$ cat src/rtl/seg_pkg.sv
// Shared definitions for the six-digit multiplexed 7-segment display driver.
package seg_pkg;

  // Number of digits on the display; the 3-bit select covers indices 0..5.
  localparam int NDIG = 6;

  // Active-low "everything dark" patterns for segments and digit enables.
  localparam logic [6:0] SEG_OFF = 7'b1111111;
  localparam logic [5:0] AN_OFF  = 6'b111111;

  // Active-low segment patterns, bit order {g,f,e,d,c,b,a}, indexed by code.
  // Code 14 shows 'E' (selector disabled), code 15 shows '-' (illegal index).
  localparam logic [15:0][6:0] SEG_TABLE = {
    7'b0111111,  // 15 '-'
    7'b0000110,  // 14 'E'
    7'b0100001,  // 13 d
    7'b1000110,  // 12 C
    7'b0000011,  // 11 b
    7'b0001000,  // 10 A
    7'b0010000,  //  9
    7'b0000000,  //  8
    7'b1111000,  //  7
    7'b0000010,  //  6
    7'b0010010,  //  5
    7'b0011001,  //  4
    7'b0110000,  //  3
    7'b0100100,  //  2
    7'b1111001,  //  1
    7'b1000000   //  0
  };

  // Scan states: a blanking interval at the start of each slot, then the digit is lit.
  typedef enum logic {
    ST_BLANK = 1'b0,
    ST_SHOW  = 1'b1
  } scan_state_e;

endpackage

$ cat src/rtl/seg7_decode.sv
// Pure combinational lookup from a 4-bit digit code to active-low segments.
module seg7_decode
  import seg_pkg::*;
(
  input  logic [3:0] code_i,
  output logic [6:0] seg_o
);

  assign seg_o = SEG_TABLE[code_i];

endmodule

$ cat src/rtl/seg_scan_ctrl.sv
// Six-digit time-multiplexed 7-segment scan controller. Each digit slot lasts
// DIV cycles; the first BLANK cycles keep all digits dark so the selector
// output and the registered segments settle before the digit is enabled.
module seg_scan_ctrl
  import seg_pkg::*;
#(
  parameter int DIV   = 50000,
  parameter int BLANK = 1000
) (
  input  logic       clk,
  input  logic       rst,
  input  logic       en,
  input  logic [3:0] code,
  output logic [2:0] sel,
  output logic [5:0] an,
  output logic [6:0] seg,
  output logic       dp,
  output logic       frame_tick
);

  localparam int             CW         = (DIV > 2) ? $clog2(DIV) : 1;
  localparam logic [CW-1:0]  CNT_LAST   = CW'(DIV - 1);
  localparam logic [CW-1:0]  BLANK_LAST = CW'(BLANK - 1);
  localparam logic [2:0]     SEL_LAST   = 3'(NDIG - 1);

  logic [CW-1:0] cnt_q, cnt_d;
  scan_state_e   state_q, state_d;
  logic [2:0]    sel_q, sel_d;
  logic [5:0]    an_q, an_d;
  logic [6:0]    seg_q, seg_dec;
  logic          tick_q, tick_d;
  logic          slot_end;

  seg7_decode u_decode (
    .code_i (code),
    .seg_o  (seg_dec)
  );

  assign slot_end = (cnt_q == CNT_LAST);

  // Next-state logic: slot counter, blank/show phase, digit advance and frame pulse.
  always_comb begin
    cnt_d   = cnt_q;
    state_d = state_q;
    sel_d   = sel_q;
    tick_d  = 1'b0;
    an_d    = AN_OFF;
    if (!en) begin
      cnt_d   = '0;
      state_d = ST_BLANK;
    end else begin
      cnt_d = slot_end ? '0 : cnt_q + 1'b1;
      case (state_q)
        ST_BLANK: if (cnt_q == BLANK_LAST) state_d = ST_SHOW;
        ST_SHOW:  if (slot_end)            state_d = ST_BLANK;
        default:                           state_d = ST_BLANK;
      endcase
      if (slot_end) begin
        sel_d  = (sel_q == SEL_LAST) ? 3'd0 : sel_q + 3'd1;
        tick_d = (sel_q == SEL_LAST);
      end
    end
    if (state_d == ST_SHOW) begin
      an_d = ~(6'b000001 << sel_d);
    end
  end

  // State and output registers; segments re-register the decoded code every cycle.
  always_ff @(posedge clk) begin
    if (rst) begin
      cnt_q   <= '0;
      state_q <= ST_BLANK;
      sel_q   <= 3'd0;
      an_q    <= AN_OFF;
      seg_q   <= SEG_OFF;
      tick_q  <= 1'b0;
    end else begin
      cnt_q   <= cnt_d;
      state_q <= state_d;
      sel_q   <= sel_d;
      an_q    <= an_d;
      seg_q   <= seg_dec;
      tick_q  <= tick_d;
    end
  end

  assign sel        = sel_q;
  assign an         = an_q;
  assign seg        = seg_q;
  assign dp         = 1'b1;
  assign frame_tick = tick_q;

endmodule

$ cat config.mk
export PLATFORM = sky130hd
export DESIGN_NAME = seg_scan_ctrl
export DESIGN_NICKNAME = d
export VERILOG_FILES = /design/src/rtl/seg_pkg.sv /design/src/rtl/seg7_decode.sv /design/src/rtl/seg_scan_ctrl.sv
export SDC_FILE = /design/constraint.sdc
export NUM_CORES = 1
export LEC_CHECK = 0
export CAP_MARGIN = 20
export CORE_MARGIN = 10
export CORE_UTILIZATION = 30
export CTS_BUF_LIST = sky130_fd_sc_hd__clkbuf_2 sky130_fd_sc_hd__clkbuf_4 sky130_fd_sc_hd__clkbuf_8
export CTS_CLUSTER_DIAMETER = 40
export DETAILED_ROUTE_END_ITERATION = 10
export PLACE_DENSITY = 0.55
export RECOVER_POWER = 25
export SLEW_MARGIN = 20
export SYNTH_ARGS = -nofsm -noshare
export SYNTH_HDL_FRONTEND = slang
export SYNTH_HIERARCHICAL = 1
export SYNTH_SLANG_ARGS = --single-unit
export TNS_END_PERCENT = 5
$ cat constraint.sdc
create_clock -name clk -period 3.05 [get_ports clk]
set_input_delay 0.61 -clock clk [delete_from_list [all_inputs] [get_ports clk]]
set_output_delay 0.61 -clock clk [all_outputs]
set_load 0.005 [all_outputs]
==> impl_results.md, run 1 <==
* Net Switching at ~200 uW
* Syn_area_per_cell at between 9 and 10 um^2
* Required time of the critical path at roughly 3.2 ns
* Final HPWL from detailed placement at 2410 um
* Rel. slew slack at 66.7%
* Antenna violations before repair at 0
* WL/cell at 12.1 um
* Arrival time at the worst endpoint at between 2 and 2.5 ns
* Sequential area share after synthesis at around two fifths
* Peak supply drop at 0.290 mV
* Most used flip-flop cell after synthesis: dfxtp_1
* Pleak at between 0.0007 and 0.0008 uW
* Synth Net Count at roughly 190
* Status: complete, no violations
* P_int at approximately 840 uW
* Hold Buf Count CTS at 0
* Hold Fails Final Rpt at 0
* Pwr Density at just under 500 nW/um^2
* Pins over their slew limit at 0
* Synth unique cells at 46
* Die footprint at roughly 9000 um^2
* Initial DRC count at between 60 and 70
* Seq pwr share at between 40% and 50%
* # setup viols final at 0
* WL final at approximately 3200 um
* Power after layout at about 1000 uW
* Clock slew at reported path FFs at 0.07 ns
* PortBufs at 23
* Clock power frac at between 40% and 50%
* Commonest cells after routing, fill and taps aside: dfxtp_1, nor2_1, clkdlybuf4s50_1
* Nets at approximately 210
* Drt pass-1 iters at 4
* GPL Wtd Cong at roughly 0.75
* Post-Syn Area at around 1700 um^2
* Vias per inst at around 4.5
* Fmax at 444 MHz
* RSZ-0062 raised after global routing: no
* CTS tree: built
* ANT cells at 0
* First-pass GRT wire length at 5600 um
* Vias in the first global route at roughly 1200
* Largest net degree at the start of global routing at 15
* Die height at roughly 95 um
* Die width at about 95 um
* Crit path kind: in -> reg
* Fillers at between 500 and 600
* Vias at between 1000 and 1500
* Share of post-route cells with drive strength above 1 at approximately 15%
* Resize count post-CTS at 0
* Commonest non-fill, non-tap cell in the layout: dfxtp_1
* Worst setup SP type: primary input
* Drt drc at 0
* Combinational power share at under 10%
* Initial Utilization at approximately 30%
* Worst clock skew at 0.00962 ns
* Global Route Usage Sum at 7.79%
* Final period util at 73.9%
* Synth Register Bits at 34
* CTS root buf: clkbuf_8
* Post-synth EDFFs at 0
* H-tree depth at 2
* Setup ws final at 0.796 ns
* Antenna Nets Post-Route at 0
* Clock Tree Buf Depth at 2
* Synth warn at 6
* CP Max Fanout at 8
* Total clock sinks at 34
* Io pins at 25
* Ys async rst share at 0%
* Worst Tran Pin Value at about 0.5 ns
* Synth-to-layout area growth at 24.3%
* Worst skew pair latency at 0.28 ns
* Switch share at between 10% and 20%
* Hold Crit Class: reg -> reg
* Tmin final at roughly 2.3 ns
* TritonCTS buffer count at 5
* Grt total ovfl at 0
* Synth Instances at between 150 and 200
* Max-Cap Viols at 0
* Core area at approximately 5500 um^2
* Rows at 27
* Dpl ws at 0.490 ns
* Post-CTS Setup Bufs at 0
* Setup tns final at 0 ns
* Crit. End Element: flip-flop
[power groups by stage]
stage	clock network [uW]	logic (uW)	registers [uW]
detailed placement	0	70.1	466
global route	540	74.4	456
global placement	0	70.0	465
floorplan	0	39.4	466
CTS	524	70.2	456
finish	512	66.4	455
[metal layers]
layer	global-route usage, %	part of all wire, %	vias up
li1	-	-	627
met1	9.53	46	554
met2	11.8	46	15
met3	3.65	6.2	4
met4	2.62	1.1	0
met5	0	0	-
[Yosys cell counts, drive strengths merged (2+ instances only)]
cell	instances	share of area, %
nand3	10	3.0
or2	7	2.6
xor2	9	4.7
nor2b	2	0.74
nor2	23	5.1
nand2	7	1.6
nor4	4	3.3
and3b	2	1.2
buf	6	3.0
mux2i	3	1.8
dfxtp	34	40
ha	7	5.2
clkbuf	2	0.67
xnor2	9	4.7
inv	7	1.6
nand4b	2	1.0
and3	5	1.9
nand2b	2	0.74
mux4	3	4.2
nor4b	2	1.0
nand4	4	2.4
or3	2	0.74
a21oi	4	1.4
nor3	2	0.59
[final cells by class]
class,count,area (um^2),area share (%)
clock inverters,2,60.1,2.87
multi-input cells,122,916,43.8
inverters,7,26.3,1.26
clock buffers,6,82.6,3.95
well taps,72,90.1,4.30
repair buffers,24,238,11.4
flip-flops and latches,34,681,32.5
[path summary, 6_finish.rpt]
kind / startpoint / end / slack, ns / cells past startpoint
max reg2reg: cnt_q[4] / sel[2] / 1.04 / 5
max: code[0] / seg[3] / 0.80 / 6
min: cnt_q[0] / cnt_q[0] / 0.46 / 1
min reg2reg: cnt_q[0] / cnt_q[0] / 0.46 / 1
[cell families after synthesis]
family | Yosys count | synth area share (%)
xor gates and xnor gates | 18 | 9.36
buffers and inverters | 15 | 5.20
DFF | 34 | 40.4
other | 1 | 0.223
and+or+nand+nor | 81 | 29.6
AOI/OAI and AO/OA | 8 | 3.34
adders and majority gates | 7 | 5.20
muxes | 7 | 6.69
[worst max-delay path, stage by stage]
cell and delay [ns]:
clkdlybuf4s50_1 0.61, inv_1 0.15, ha_1 0.30, inv_1 0.04, mux4_2 0.43, or2_2 0.27
[per-stage QoR]
stage                     cells  hold WS, ns  area [um^2]  utilization (%)
after global routing        267        0.490         2090             38.2
after global placement      259        0.428         1950             35.6
after floorplan             171        0.413         1680                -
final                       267        0.457         2090             38.2
after detailed placement    259        0.461         1950             35.6
after CTS                   267        0.473         2090             38.2
[sequential cells by signal (all words and copies together) (netlist names)]
register,count
cnt_q,16
seg,7
an,6
sel,3
frame_tick,1
state_q,1
(Power assumes the default switching activity.)
==> inputs of run 2 (changes only) <==
Settings changed: PLACE_DENSITY 0.55 to 0.57.
Clock period 3.05 ns to 1.8 ns, I/O delays scaled along.
==> run 2 against run 1 <==
  * The flow now finishes with violations (negative setup slack)
  * Sequential power rose by 69%
  * Die area unchanged
  * Global-route usage rose by 0.52 points
  * Design area up 12%
  * Clock skew is 0.00052 ns lower
  * Highest routed layer unchanged
==> impl_results.md, run 2 (same netlist as run 1, synthesis figures left out) <==
* Fillers at 564
* Failing checks: negative setup slack
* Arrival time at the worst endpoint at about 2.1 ns
* ANT cells at 0
* Initial DRC count at 43
* Total clock sinks at 34
* CTS tree: built
* GPL Wtd Cong at ~0.80
* R2r startpoint: cnt_q[4]
* Max incr delay on CP at roughly 0.54 ns
* CP Max Fanout at 8
* Crit path cell chain: or4b_4, nor4_4, buf_4, nand4_4, or3b_1, a21oi_2
* Clock slew at reported path FFs at approximately 0.080 ns
* Hold Crit Class: reg -> reg
* Share of post-route cells with drive strength above 1 at 29.0%
* Antenna Nets Post-Route at 0
* Die height at roughly 95 um
* Clock Tree Buf Depth at 2
* # setup viols final at 8
* Core area at between 5000 and 6000 um^2
* CP startpoint: cnt_q[4]
* WL final at ~3600 um
* Vias in the first global route at roughly 1300
* Synth-to-layout area growth at 38.9%
* Pwr Density at roughly 760 nW/um^2
* CP max-delay cell: or4b_4
* Status: finished with violations
* Grt total ovfl at 0
* Vias at 1330
* Die footprint at 9010 um^2
* Final period util at 104%
* Hold Fails Final Rpt at 0
* Peak supply drop at between 0.3 and 0.4 mV
* Antenna violations before repair at 0
* Crit. End Element: flip-flop
* Max FFs per register at 16
* CP Buf/Inv Count at 1
* Required time of the critical path at slightly above 2 ns
* Commonest non-fill, non-tap cell in the layout: dfxtp_1
* Nets at between 200 and 250
* PortBufs at 23
* CTS root buf: clkbuf_8
* Crit path kind: reg -> reg
* RSZ-0062 raised after global routing: yes
* Vias per inst at roughly 4.5
* Final Core Density at around 43%
* Fmax at 534 MHz
* Largest net degree at the start of global routing at 14
* Io pins at 25
* Worst setup SP type: flip-flop
* Delay-heaviest family, CP: simple AND/OR/NAND/NOR gates
* Pins over their slew limit at 0
* Max-Cap Viols at 0
* Global Route Usage Sum at between 8 and 9%
* Drt drc at 0
* Initial Utilization at 30.8%
* Setup ws final at -0.0714 ns
* Worst skew pair latency at roughly 0.30 ns
* Worst clock skew at 0.00911 ns
* H-tree depth at 2
* TritonCTS buffer count at 5
* Tmin final at approximately 1.9 ns
* Commonest cells after routing, fill and taps aside: dfxtp_1, buf_4, nor2_1
* Hold Crit Start: cnt_q[0]
* Reg with most FFs: cnt_q
* First-pass GRT wire length at 5880 um
* WL/cell at approximately 12 um
* Rows at 27
* Pleak at about 0.00092 uW
* Die width at 94.9 um
* Hold Slack at 0.459 ns
* Final HPWL from detailed placement at approximately 2700 um
* Placed cell area at around 2200 um^2
* Final Cell Area at around 2300 um^2
* Drt pass-1 iters at 4
## run 2: cell types whose count changed in the layout (fill, tap and decap cells not counted), moves of 2 or more
cell,previous run,this run
buf_4,1,28
clkdlybuf4s50_1,12,15
dfxtp_1,34,32
dfxtp_2,0,2
dlygate4sd3_1,11,8
## run 2: what timing repair did
item                                    CTS  global route
resized for setup                         3             4
endpoints found under the setup margin    9            25
hold buffers                              0             0
buffers inserted                          1             0
hold endpoints to repair                  0             0
pin swaps                                 2             0
## run 2: final timing paths
check,slack (ns),cells after the start,endpoint
setup reg to reg,-0.07,6,sel[2]
hold reg to reg,0.46,1,cnt_q[0]
hold / removal,0.46,1,cnt_q[0]
setup / recovery,-0.07,6,sel[2]
## run 2: layout make-up
cell class	instances	area, um^2	share of cell area (%)
inverters	7	26.3	1.12
flip-flops and latches	34	683	29.2
clock buffers	5	68.8	2.94
well taps	72	90.1	3.85
clock inverters	3	68.8	2.94
repair buffers	53	464	19.8
multi-input cells	122	938	40.1
## run 2: power by group
group | internal (uW) | switching, uW | leakage, uW
Combinational | 84.7 | 53.7 | 0.000570
Sequential | 767 | 4.72 | 0.000278
Clock | 555 | 303 | 0.0000683
## run 2: stage by stage
stage	power, uW	setup TNS [ns]	cells	setup slack, ns
after floorplan	857	-0.0738	171	-0.0678
after global placement	931	-1.80	287	-0.264
after detailed placement	932	-2.02	287	-0.275
after CTS	1790	-0.559	296	-0.0939
after global routing	1830	-1.23	296	-0.165
final	1770	-0.390	296	-0.0714
## run 2: routing by layer
layer	vias up	part of all wire, %	global-route usage, %
met2	20	47	13.4
li1	684	-	-
met5	-	0	0
met1	621	44	8.88
met3	5	6.7	4.28
met4	0	1.7	3.74
==> inputs of run 3 (changes only) <==
Settings changed: PLACE_DENSITY 0.57 to 0.55.
Clock period 1.8 ns to 2.1 ns, I/O delays scaled along.
==> run 3 against run 2 <==
  * Cell count fell by 4.1%
  * Global-route usage rose by 0.34 points
  * Sequential power fell by 14%
  * Sequential cell count did not move
  * Maximum frequency fell by 6.9%
  * Utilization fell by 2.8 points
  * Highest routed layer unchanged
  * Design area fell by 6.6%
  * The run now ends clean
  * Largest power group is now registers
  * Critical path depth did not move
==> impl_results.md, run 3 (same netlist as run 1, synthesis figures left out) <==
* Worst setup SP type: flip-flop
* Initial DRC count at 87
* Total clock sinks at 34
* Peak supply drop at 0.391 mV
* Setup tns final at 0 ns
* Hold Crit Start: cnt_q[0]
* Final HPWL from detailed placement at 2660 um
* Hold Crit Class: reg -> reg
* Hold Buf Count CTS at 0
* ANT cells at 0
* Global Route Usage Sum at around 8.6%
* Crit. End Element: flip-flop
* RR Endpoint: sel[2]
* R2R setup slack at between 0.08 and 0.09 ns
* Clock slew at reported path FFs at 0.07 ns
* Pleak at ~0.00083 uW
* # setup viols final at 0
* Largest net degree at the start of global routing at 12
* First-pass GRT wire length at just over 6000 um
* Clock Tree Buf Depth at 2
* Core area at 5470 um^2
* CTS root buf: clkbuf_8
* Final period util at 95.7%
* Worst clock skew at approximately 0.0086 ns
* CP max-delay cell: or4b_4
* R2r startpoint: cnt_q[4]
* Required time of the critical path at between 2 and 2.5 ns
* Worst Reg-to-Reg Cells at 6
* TritonCTS buffer count at 5
* GPL Wtd Cong at 0.776
* Rows at 27
* Non-Filler Instances at between 200 and 300
* Pwr Density at around 600 nW/um^2
* Status: complete, no violations
* WL/cell at between 10 and 15 um
* Antenna violations before repair at 0
* Crit path kind: reg -> reg
* Synth-to-layout area growth at 29.7%
* Drt drc at 0
* Drt pass-1 iters at 4
* CP Max Fanout at 9
* Worst skew pair latency at 0.29 ns
* Commonest cells after routing, fill and taps aside: dfxtp_1, nor2_1, buf_4
* Nets at 225
* Antenna Nets Post-Route at 0
* Die width at 94.9 um
* Die height at about 95 um
* Hold Slack at around 0.44 ns
* Pins over their slew limit at 0
* Share of post-route cells with drive strength above 1 at around 23%
* Power after layout at approximately 1300 uW
* WL final at roughly 3500 um
* Die footprint at about 9000 um^2
* Tmin final at between 2 and 2.5 ns
* Worst Hold Path Cells at 1
* Vias at about 1300
* Crit path cell chain: or4b_4, nor4_4, buf_4, nand4_4, or3b_1, a21oi_2
* Max-Cap Viols at 0
* CP Buf/Inv Count at 1
* Commonest non-fill, non-tap cell in the layout: dfxtp_1
* Vias in the first global route at roughly 1300
* Arrival time at the worst endpoint at roughly 2.2 ns
* H-tree depth at 2
* Hold Fails Final Rpt at 0
* PortBufs at 23
* Fmax at 497 MHz
* Io pins at 25
* CTS tree: built
* Vias per inst at 4.50
* Max FFs per register at 16
* Min-Delay Endpoint: cnt_q[0]
* Post-Place Cells at about 280
* Initial Utilization at a little under a third
* Max incr delay on CP at approximately 0.55 ns
* Reg with most FFs: cnt_q
* Grt total ovfl at 0
* Delay-heaviest family, CP: simple AND/OR/NAND/NOR gates
-- run 3: cell types whose count changed in the layout (fill, tap and decap cells not counted), sizes merged --
cell / change
clkbuf: +1
bufinv: -2
clkinvlp: +1
clkdlybuf4s50: -3
dlygate4sd3: +3
buf: -12
-- run 3: timing repair --
action | 4_1_cts | 5_1_grt
hold endpoints to repair | 0 | 0
endpoints found under the setup margin | 0 | 4
gates resized for setup | 0 | 2
buffers inserted | 0 | 1
-- run 3: worst max path at each step --
stage / startpoint / end / slack [ns] / cells after the start
3_3_place_gp: code[0] / seg[3] / -0.02 / 6
6_report: cnt_q[4] / sel[2] / 0.09 / 6
3_5_place_dp: code[0] / seg[3] / -0.05 / 6
2_1_floorplan: cnt_q[4] / sel[2] / 0.23 / 5
4_1_cts: cnt_q[4] / sel[2] / 0.08 / 5
5_1_grt: cnt_q[4] / sel[2] / -0.0004 / 6
-- run 3: area by class of cell --
class	instances	area, um^2
clock buffer	6	82.6
clock inverter	2	12.5
fill	586	3290
inverter	7	26.3
multi-input combinational	122	931
sequential	34	681
tap	72	90.1
timing repair buffer	41	362
-- run 3: worst register-to-register path, stage by stage (launching register included) --
cell and delay, ns:
dfxtp_1 0.32, or4b_4 0.55, nor4_4 0.21, buf_4 0.18, nand4_4 0.15, or3b_1 0.43, a21oi_2 0.11
-- run 3: where the power goes --
group          internal, uW  switching [uW]
logic                  66.0            46.3
clock network           263             237
registers               657            3.40
-- run 3: layer usage --
layer	part of all wire, %	vias up	global-route usage, %
met5	0	-	0
met3	6.0	7	3.65
met2	49	20	14.1
li1	-	658	-
met1	44	592	9.81
met4	1.5	0	3.37
-- run 3: through the flow --
step	utilization [%]	cell area (um^2)	worst slack (ns)
2_1_floorplan	-	1680	0.232
3_3_place_gp	37.8	2070	-0.0203
3_5_place_dp	37.8	2070	-0.0492
4_1_cts	39.6	2170	0.0831
5_1_grt	39.9	2180	-0.000415
6_report	39.9	2180	0.0895
